File: src/rtl/sqrt_pkg.sv
// Shared types and elaboration helpers for the iterative square-root engine.
package sqrt_pkg;

   typedef enum logic [1:0] {
      IDLE = 2'd0,
      CALC = 2'd1,
      DONE = 2'd2
   } state_e;

   function automatic bit check_even(input int unsigned w);
      return (w >= 2) && ((w % 2) == 0);
   endfunction

   function automatic int unsigned clog2(input int unsigned v);
      int unsigned r;
      r = 0;
      while ((64'd1 << r) < 64'(v)) r++;
      return r;
   endfunction

endpackage

File: src/rtl/sqrt_step.sv
// One digit-by-digit square-root iteration: brings in the next operand bit
// pair, tries {root,01} against the remainder and emits the next root bit.
module sqrt_step #(
   parameter int unsigned RW = 4
) (
   input  logic [RW+1:0] rem_i,
   input  logic [RW-1:0] root_i,
   input  logic [1:0]    pair_i,
   output logic [RW+1:0] rem_o,
   output logic [RW-1:0] root_o
);

   logic [RW+1:0] shifted;
   logic [RW+1:0] trial;
   logic          ge;

   always_comb begin
      shifted = (rem_i << 2) | {{RW{1'b0}}, pair_i};
      trial   = {root_i, 2'b01};
      ge      = (shifted >= trial);
      rem_o   = ge ? (shifted - trial) : shifted;
      root_o  = (root_i << 1) | RW'(ge);
   end

endmodule

File: src/rtl/sqrt_finder_iter.sv
// Iterative integer square root, one root bit per clock, with optional
// round-to-nearest and a saturation flag; start/busy/done handshake.
module sqrt_finder_iter
   import sqrt_pkg::*;
#(
   parameter int unsigned DATA_W = 8
) (
   input  logic                clk,
   input  logic                clr_n,
   input  logic                start,
   input  logic [DATA_W-1:0]   data,
   input  logic                round_en,
   output logic                busy,
   output logic                done,
   output logic [DATA_W/2-1:0] root_out,
   output logic [DATA_W/2:0]   rem_out,
   output logic                sat
);

   localparam int unsigned   RW   = DATA_W / 2;
   localparam int unsigned   CW   = clog2(RW) + 1;
   localparam logic [CW-1:0] LAST = CW'(RW - 1);

   if (!check_even(DATA_W)) begin : g_bad_width
      $error("sqrt_finder_iter: DATA_W must be even and >= 2");
   end

   state_e            state_q, state_d;
   logic [DATA_W-1:0] op_q, op_d;
   logic              rnd_q, rnd_d;
   logic [RW+1:0]     rem_q, rem_d;
   logic [RW-1:0]     root_q, root_d;
   logic [CW-1:0]     cnt_q, cnt_d;
   logic [RW-1:0]     root_out_q, root_out_d;
   logic [RW:0]       rem_out_q, rem_out_d;
   logic              sat_q, sat_d;

   logic [RW+1:0]     step_rem;
   logic [RW-1:0]     step_root;
   logic              round_up;
   logic              root_max;

   // Operand is consumed MSB pair first by shifting it left each iteration.
   sqrt_step #(.RW(RW)) u_step (
      .rem_i  (rem_q),
      .root_i (root_q),
      .pair_i (op_q[DATA_W-1 -: 2]),
      .rem_o  (step_rem),
      .root_o (step_root)
   );

   assign round_up = rnd_q && (step_rem > {2'b00, step_root});
   assign root_max = &step_root;

   always_ff @(posedge clk or negedge clr_n) begin
      if (!clr_n) begin
         state_q    <= IDLE;
         op_q       <= '0;
         rnd_q      <= 1'b0;
         rem_q      <= '0;
         root_q     <= '0;
         cnt_q      <= '0;
         root_out_q <= '0;
         rem_out_q  <= '0;
         sat_q      <= 1'b0;
      end else begin
         state_q    <= state_d;
         op_q       <= op_d;
         rnd_q      <= rnd_d;
         rem_q      <= rem_d;
         root_q     <= root_d;
         cnt_q      <= cnt_d;
         root_out_q <= root_out_d;
         rem_out_q  <= rem_out_d;
         sat_q      <= sat_d;
      end
   end

   always_comb begin
      state_d    = state_q;
      op_d       = op_q;
      rnd_d      = rnd_q;
      rem_d      = rem_q;
      root_d     = root_q;
      cnt_d      = cnt_q;
      root_out_d = root_out_q;
      rem_out_d  = rem_out_q;
      sat_d      = sat_q;
      unique case (state_q)
         IDLE, DONE: begin
            if (start) begin
               op_d    = data;
               rnd_d   = round_en;
               rem_d   = '0;
               root_d  = '0;
               cnt_d   = '0;
               state_d = CALC;
            end
         end
         CALC: begin
            op_d   = op_q << 2;
            rem_d  = step_rem;
            root_d = step_root;
            cnt_d  = cnt_q + CW'(1);
            if (cnt_q == LAST) begin
               state_d    = DONE;
               rem_out_d  = step_rem[RW:0];
               root_out_d = (round_up && !root_max) ? step_root + RW'(1) : step_root;
               sat_d      = round_up && root_max;
            end
         end
         default: state_d = IDLE;
      endcase
   end

   assign busy     = (state_q == CALC);
   assign done     = (state_q == DONE);
   assign root_out = root_out_q;
   assign rem_out  = rem_out_q;
   assign sat      = sat_q;

endmodule

File: config.mk
export PLATFORM = sky130hd
export DESIGN_NAME = sqrt_finder_iter
export DESIGN_NICKNAME = d
export VERILOG_FILES = /design/src/rtl/sqrt_pkg.sv /design/src/rtl/sqrt_step.sv /design/src/rtl/sqrt_finder_iter.sv
export SDC_FILE = /design/constraint.sdc
export NUM_CORES = 1
export LEC_CHECK = 0
export CORE_MARGIN = 3
export CORE_UTILIZATION = 49
export DETAILED_ROUTE_END_ITERATION = 10
export PLACE_DENSITY = 0.75
export SLEW_MARGIN = 20
export SYNTH_ARGS = -nofsm -noshare
export SYNTH_HDL_FRONTEND = slang
export SYNTH_SLANG_ARGS = --single-unit
File: constraint.sdc
create_clock -name clk -period 3.08 [get_ports clk]
set_input_delay 0.77 -clock clk [delete_from_list [all_inputs] [get_ports clk]]
set_output_delay 0.77 -clock clk [all_outputs]
set_load 0.005 [all_outputs]
Word level (Yosys, flattened, before mapping)
Cells that the tools add are included.
W data, S select, Z words.
{"block": "word_totals", "input_bits": 12, "register_bits": 32, "output_inout_bits": 12, "word_cells": 46}
{"block": "op_classes", "n_reduce_logical": 12, "add_sub_neg": 3, "eq_ne": 5, "order_cmp": 2, "n_bitwise": 2, "muxes": 13}
{"operator": "$pmux W4 S2", "count": 2}
{"operator": "$pmux W8 S2", "count": 1}
{"operator": "$mux W4", "count": 3}
{"operator": "$mux W8", "count": 1}
{"operator": "$reduce_and A2 Y1", "count": 4}
{"operator": "$ge A6 B6 Y1", "count": 1}
{"operator": "$gt A6 B4 Y1", "count": 1}
{"operator": "$mux W6", "count": 1}
{"operator": "$or A6 B2 Y6", "count": 1}
{"operator": "$pmux W3 S2", "count": 1}
{"operator": "$sub A6 B6 Y6", "count": 1}
{"operator": "$add A4 B1 Y4 const B", "count": 1}
{"operator": "$mux W2", "count": 2}
{"operator": "$or A4 B1 Y4", "count": 1}
{"operator": "$pmux W2 S2", "count": 1}
{"operator": "$reduce_and A4 Y1", "count": 1}
{"operator": "$add A3 B1 Y3 const B", "count": 1}
{"operator": "$eq A3 B2 Y1 const B", "count": 1}
{"operator": "$logic_and A1 B1 Y1", "count": 3}
{"operator": "$mux W3", "count": 1}
{"operator": "$eq A2 B1 Y1 const B", "count": 1}
{"operator": "$eq A2 B2 Y1 const B", "count": 1}
{"operator": "$logic_not A2 Y1", "count": 1}
{"operator": "$ne A2 B1 Y1 const B", "count": 1}
{"operator": "other kinds (4)", "count": 4}

Logic depth before layout (Yosys ltp)
{"block": "logic_depth", "ltp_word": 7, "mapped_depth": 16, "ltp_nobuf": 15}

Modules after synthesis
Synthesis repeated with hierarchy kept, for this count alone.
{"block": "unflattened", "hier_cells": 178, "hier_area_um2": 1876.8}
{"mod": "sqrt_finder_iter", "cells_per_inst": 136, "seq_area_each_um2": 850.8, "instances": 1, "area_per_inst_um2": 1520.2}
{"mod": "sqrt_step", "cells_per_inst": 42, "seq_area_each_um2": 0.0, "instances": 1, "area_per_inst_um2": 356.6}

Worst setup path before layout
OpenSTA, ideal clock, no wires.
{"block": "synth_timing", "path_kind": "flip-flop to flip-flop", "startpoint": "register root_q[1]", "endpoint": "register sat_q (netlist: sat)", "required_time_ns": 2.958, "stages_incl_launch_ff": 16, "setup_ns": 0.122, "synth_period_minus_slack_ns": 3.302, "n_path_buf": 1, "t_arrival_ns": 3.181, "setup_slack_ns": -0.222, "path_cell_list": "dfrtp_1 > inv_1 > ha_1 > a21o_2 > a31oi_1 > o21a_4 > inv_2 > buf_6 > a21oi_1 > ha_1 > nor2b_1 > o211ai_1 > a22oi_1 > a2111oi_4 > nor2_1 > a32o_1"}
{"block": "synth_between", "elab_chain_len": 5, "elab_cells_between_ends": 8, "cone_classes": "1 x add/sub; 2 x order compare; 1 x mux; 1 x bitwise; 3 x reduce/logical"}
{"item": "from (decl)", "line": "sqrt_finder_iter.sv:32", "source": "logic [RW-1:0] root_q, root_d;"}
{"item": "from (signal assigned)", "line": "sqrt_finder_iter.sv:71", "source": "root_q <= root_d;"}
{"item": "$ge A6 B6 Y1", "line": "sqrt_step.sv:20", "source": "ge = (shifted >= trial);"}
{"item": "$mux W6", "line": "sqrt_step.sv:21", "source": "rem_o = ge ? (shifted - trial) : shifted;"}
{"item": "named net step_rem[1]", "line": "sqrt_finder_iter.sv:38", "source": "logic [RW+1:0] step_rem;"}
{"item": "$gt A6 B4 Y1", "line": "sqrt_finder_iter.sv:52", "source": "assign round_up = rnd_q && (step_rem > {2'b00, step_root});"}
{"item": "$logic_and A1 B1 Y1", "line": "sqrt_finder_iter.sv:52"}
{"item": "$logic_and A1 B1 Y1", "line": "sqrt_finder_iter.sv:109", "source": "sat_d = round_up && root_max;"}
{"item": "to (signal assigned)", "line": "sqrt_finder_iter.sv:75", "source": "sat_q <= sat_d;"}
{"item": "to (decl)", "line": "sqrt_finder_iter.sv:36", "source": "logic sat_q, sat_d;"}
The timed path passes the listed nets, and every way through them passes these cells.
A chain may end at the register's enable or synchronous reset.

Worst setup path after layout
{"block": "layout_timing", "startpoint": "register root_q[1]", "endpoint": "register root_out_q[0] (netlist: root_out[0])"}
{"block": "layout_between", "elab_chain_len": 6, "elab_cells_between_ends": 11, "cone_classes": "2 x add/sub; 2 x order compare; 2 x mux; 1 x bitwise; 4 x reduce/logical"}
{"item": "$ge A6 B6 Y1", "line": "sqrt_step.sv:20"}
{"item": "$mux W6", "line": "sqrt_step.sv:21"}
{"item": "named net step_rem[1]", "line": "sqrt_finder_iter.sv:38"}
{"item": "$gt A6 B4 Y1", "line": "sqrt_finder_iter.sv:52"}
{"item": "$logic_and A1 B1 Y1", "line": "sqrt_finder_iter.sv:52"}
{"item": "$logic_and A1 B1 Y1", "line": "sqrt_finder_iter.sv:108", "source": "root_out_d = (round_up && !root_max) ? step_root + RW'(1) : step_root;"}
{"item": "$mux W4", "line": "sqrt_finder_iter.sv:108"}
{"item": "to (signal assigned)", "line": "sqrt_finder_iter.sv:73", "source": "root_out_q <= root_out_d;"}
{"item": "to (decl)", "line": "sqrt_finder_iter.sv:34", "source": "logic [RW-1:0] root_out_q, root_out_d;"}
The timed path passes the listed nets, and every way through them passes these cells.

==> out/metrics.cfg <==
[status]
status = finished with violations
violations = setup timing

[placed_design]
io_buffer_count = 23
dp.cells = 266
dp_hpwl_um = 2950
gp_congestion = 0.889

[detailed_routing]
detail_route.wl_per_cell_um = 15.6
drtIter0Drc = 86
drt_wl_total_um = 4360
dr.pass1.iters = 4
drc = 0
vias = 1550
drtAntennaViolNets = 0
routed_via_density = 5.54

[floorplanning]
die_w_um = 66.6
start_util = 0.522
core_area_um2 = 3440
dieArea_um2 = 4430
fp.dieH_um = 66.6
fp-row-count = 21
ios = 24

[timing]
finalWorstSetupSlack_ns = -0.0972
fin_crit_sh = 1.03
rsz0062_at_grt = true
tightest_slew_ns = 0.409
setup_viol = 3
slew_headroom = 0.726
fin_skew_ns = 0.0125
min_period_ns = 3.18
hold_violations = 0
drv_slew = 0
hold_slack_ns = 0.486
clock.fmax_ghz = 0.315

[synth]
syn_inst = 187
synth.avg_cell_area_um2 = 9.61
synth-compound-area-share = 0.210
yosysWarnings = 0
synth_fa_ha_area_frac = 0.0905
synth_top_family_by_area = compound AO/OA/AOI/OAI gates
synth-simple-area-share = 0.159
synthMuxAreaShare = 0.0411
yosysSeqAreaShare = 0.445
synth_area_um2 = 1800
ys_ff_latch = 32
synth_area_leader_cell = dfrtp_1
synth_xor_area_frac = 0.00974
yosysUniqueCellTypes = 42
synth_top_area_frac = 0.445
synth.area.top_cells = dfrtp_1 45%, ha_1 9.0%, nand2_1 5.4%
synth_fp_nets = 212

[cells_and_area]
final_cells = 280
layout_common_cells = 31 x dfrtp_1, 26 x nand2_1, 23 x clkdlybuf4s50_1
fin_nets = 258
layout_commonest_cell = dfrtp_1
area_growth_pct = 35.6
final_core_util = 0.708
drive_gt1_frac = 0.235
n_antenna_cell = 0

[setup_path]
crit_path_end = root_out[0]$_DFFE_PN0P_
cp-startpoint = root_q[1]$_DFFE_PN0P_
startpoint_type = flip-flop
cp_top_family = compound AO/OA/AOI/OAI gates
cp.required_ns = 3.26
cp_slowest_cell = dfrtp_1
r2r_start = root_q[1]$_DFFE_PN0P_
cp_cell_sequence = inv_2 > ha_4 > a21o_4 > a31oi_4 > o21a_4 > inv_6 > nor2_4 > a21oi_2 > ha_1 > nor2b_4 > o211ai_1 > buf_4 > a22oi_2 > o31ai_4 > or2_1 > a221o_1
ff2ff_path_depth = 16
crit_type = flip-flop to flip-flop
slowest_delay_ns = 0.39
cp-end-kind = flip-flop
worst-path-buf-inv = 3
cp_max_fo = 8
rrSetupSlack_ns = -0.1
cp_num_cells = 16
arrival_ns = 3.36
reg2reg_to = root_out[0]$_DFFE_PN0P_

[clock_network]
clock_path_buffers = 2
cts_sinks = 32
cts_hold_buf = 0
cts-buffers-inserted = 5
clockRootBuffer = clkbuf_8
h-tree-depth = 2
clk_latency_ns = 0.29
cts.clk_slew.worst_paths_ns = 0.07
cts_tree = built

[grt]
grt_pass1_wl_um = 7250
overflow = 0
antenna_found_initial = 0
first_global_vias = 1608
track_usage = 0.220
grt_max_degree = 33

[flow_run]
drv_cap = 0

[hold_path]
min_delay_path_depth = 2
hp-class = flip-flop to flip-flop

-- worst min-delay path by stage --
stage / start / to / slack, ns
CTS: rem_out[0]$_DFFE_PN0P_ / rem_out[0]$_DFFE_PN0P_ / 0.49
global route: rem_out[0]$_DFFE_PN0P_ / rem_out[0]$_DFFE_PN0P_ / 0.51
detailed placement: rem_out[0]$_DFFE_PN0P_ / rem_out[0]$_DFFE_PN0P_ / 0.47
global placement: cnt_q[2]$_DFFE_PN0P_ / cnt_q[2]$_DFFE_PN0P_ / 0.46
finish: rem_out[0]$_DFFE_PN0P_ / rem_out[0]$_DFFE_PN0P_ / 0.49
floorplan: op_q[2]$_DFFE_PN0P_ / op_q[4]$_DFFE_PN0P_ / 0.45
-- worst register-to-register path: stages (launching register included) --
cell      delay [ns]
dfrtp_1         0.39
inv_2           0.08
ha_4            0.22
a21o_4          0.21
a31oi_4         0.15
o21a_4          0.16
inv_6           0.05
nor2_4          0.08
a21oi_2         0.05
ha_1            0.30
nor2b_4         0.14
o211ai_1        0.14
buf_4           0.17
a22oi_2         0.32
o31ai_4         0.09
or2_1           0.23
a221o_1         0.29
-- cells in the mapped netlist, drive strengths merged --
cell type  number
dfrtp          32
nand2          26
o21ai          18
ha             13
nor2           13
inv            11
a21oi           8
a22o            5
a31oi           4
clkbuf          4
mux2i           4
nand2b          4
nor2b           4
o211ai          4
or2             4
buf             3
mux2            3
o31ai           3
a221o           2
a22oi           2
and2            2
nand3           2
nor3            2
xor2            2
a2111oi         1
a211oi          1
a21o            1
a32o            1
and3            1
clkinv          1
nand4           1
nor4            1
o21a            1
o21bai          1
o31a            1
or4             1
-- routing by layer --
layer / vias to the layer above / share of wire / track usage
li1: 749 / - / -
met1: 746 / 0.42 / 0.249
met2: 41 / 0.50 / 0.379
met3: 14 / 0.046 / 0.0540
met4: 0 / 0.034 / 0.114
met5: - / 0 / 0
-- final cells by class --
class,instances,area (um2)
repair buffers,46,415
multi-input cells,136,1020
clock buffers,8,90.1
flip-flops and latches,32,802
inverters,12,50.0
well taps,46,57.6
fillers,254,1000
-- registers in the layout, indices dropped and copies added, names as in the netlist --
| signal | cells |
|---|---|
| op_q | 8 |
| rnd_q | 1 |
| state_q | 2 |
| root_out | 4 |
| sat | 1 |
| rem_q | 4 |
| rem_out | 5 |
| cnt_q | 3 |
| root_q | 4 |
-- cell families after synthesis --
logic type / after synthesis
muxes: 7
xor gates and xnor gates: 2
DFF: 32
buffers and inverters: 19
adders and majority gates: 13
AOI/OAI and AO/OA: 53
and+or+nand+nor: 61
-- what timing repair did --
item | in CTS | in global routing
gates resized for setup | 13 | 4
endpoints found under the setup margin | 5 | 5
endpoints found under the hold margin | 0 | 0
pin swaps | 9 | 8
setup buffers | 6 | 0
-- through the flow --
step,area (um2),worst slack (ns),setup TNS [ns]
6_report,2440,-0.0972,-0.201
5_1_grt,2440,-0.168,-0.536
4_1_cts,2410,-0.00732,-0.00732
3_5_place_dp,2200,-0.0973,-0.141
3_3_place_gp,2200,0.0539,0
2_1_floorplan,1820,-0.0121,-0.0121
Power is left out: the tool's default activity adds up to more than one toggle a clock period on the data nets, which glitch-free logic cannot reach.
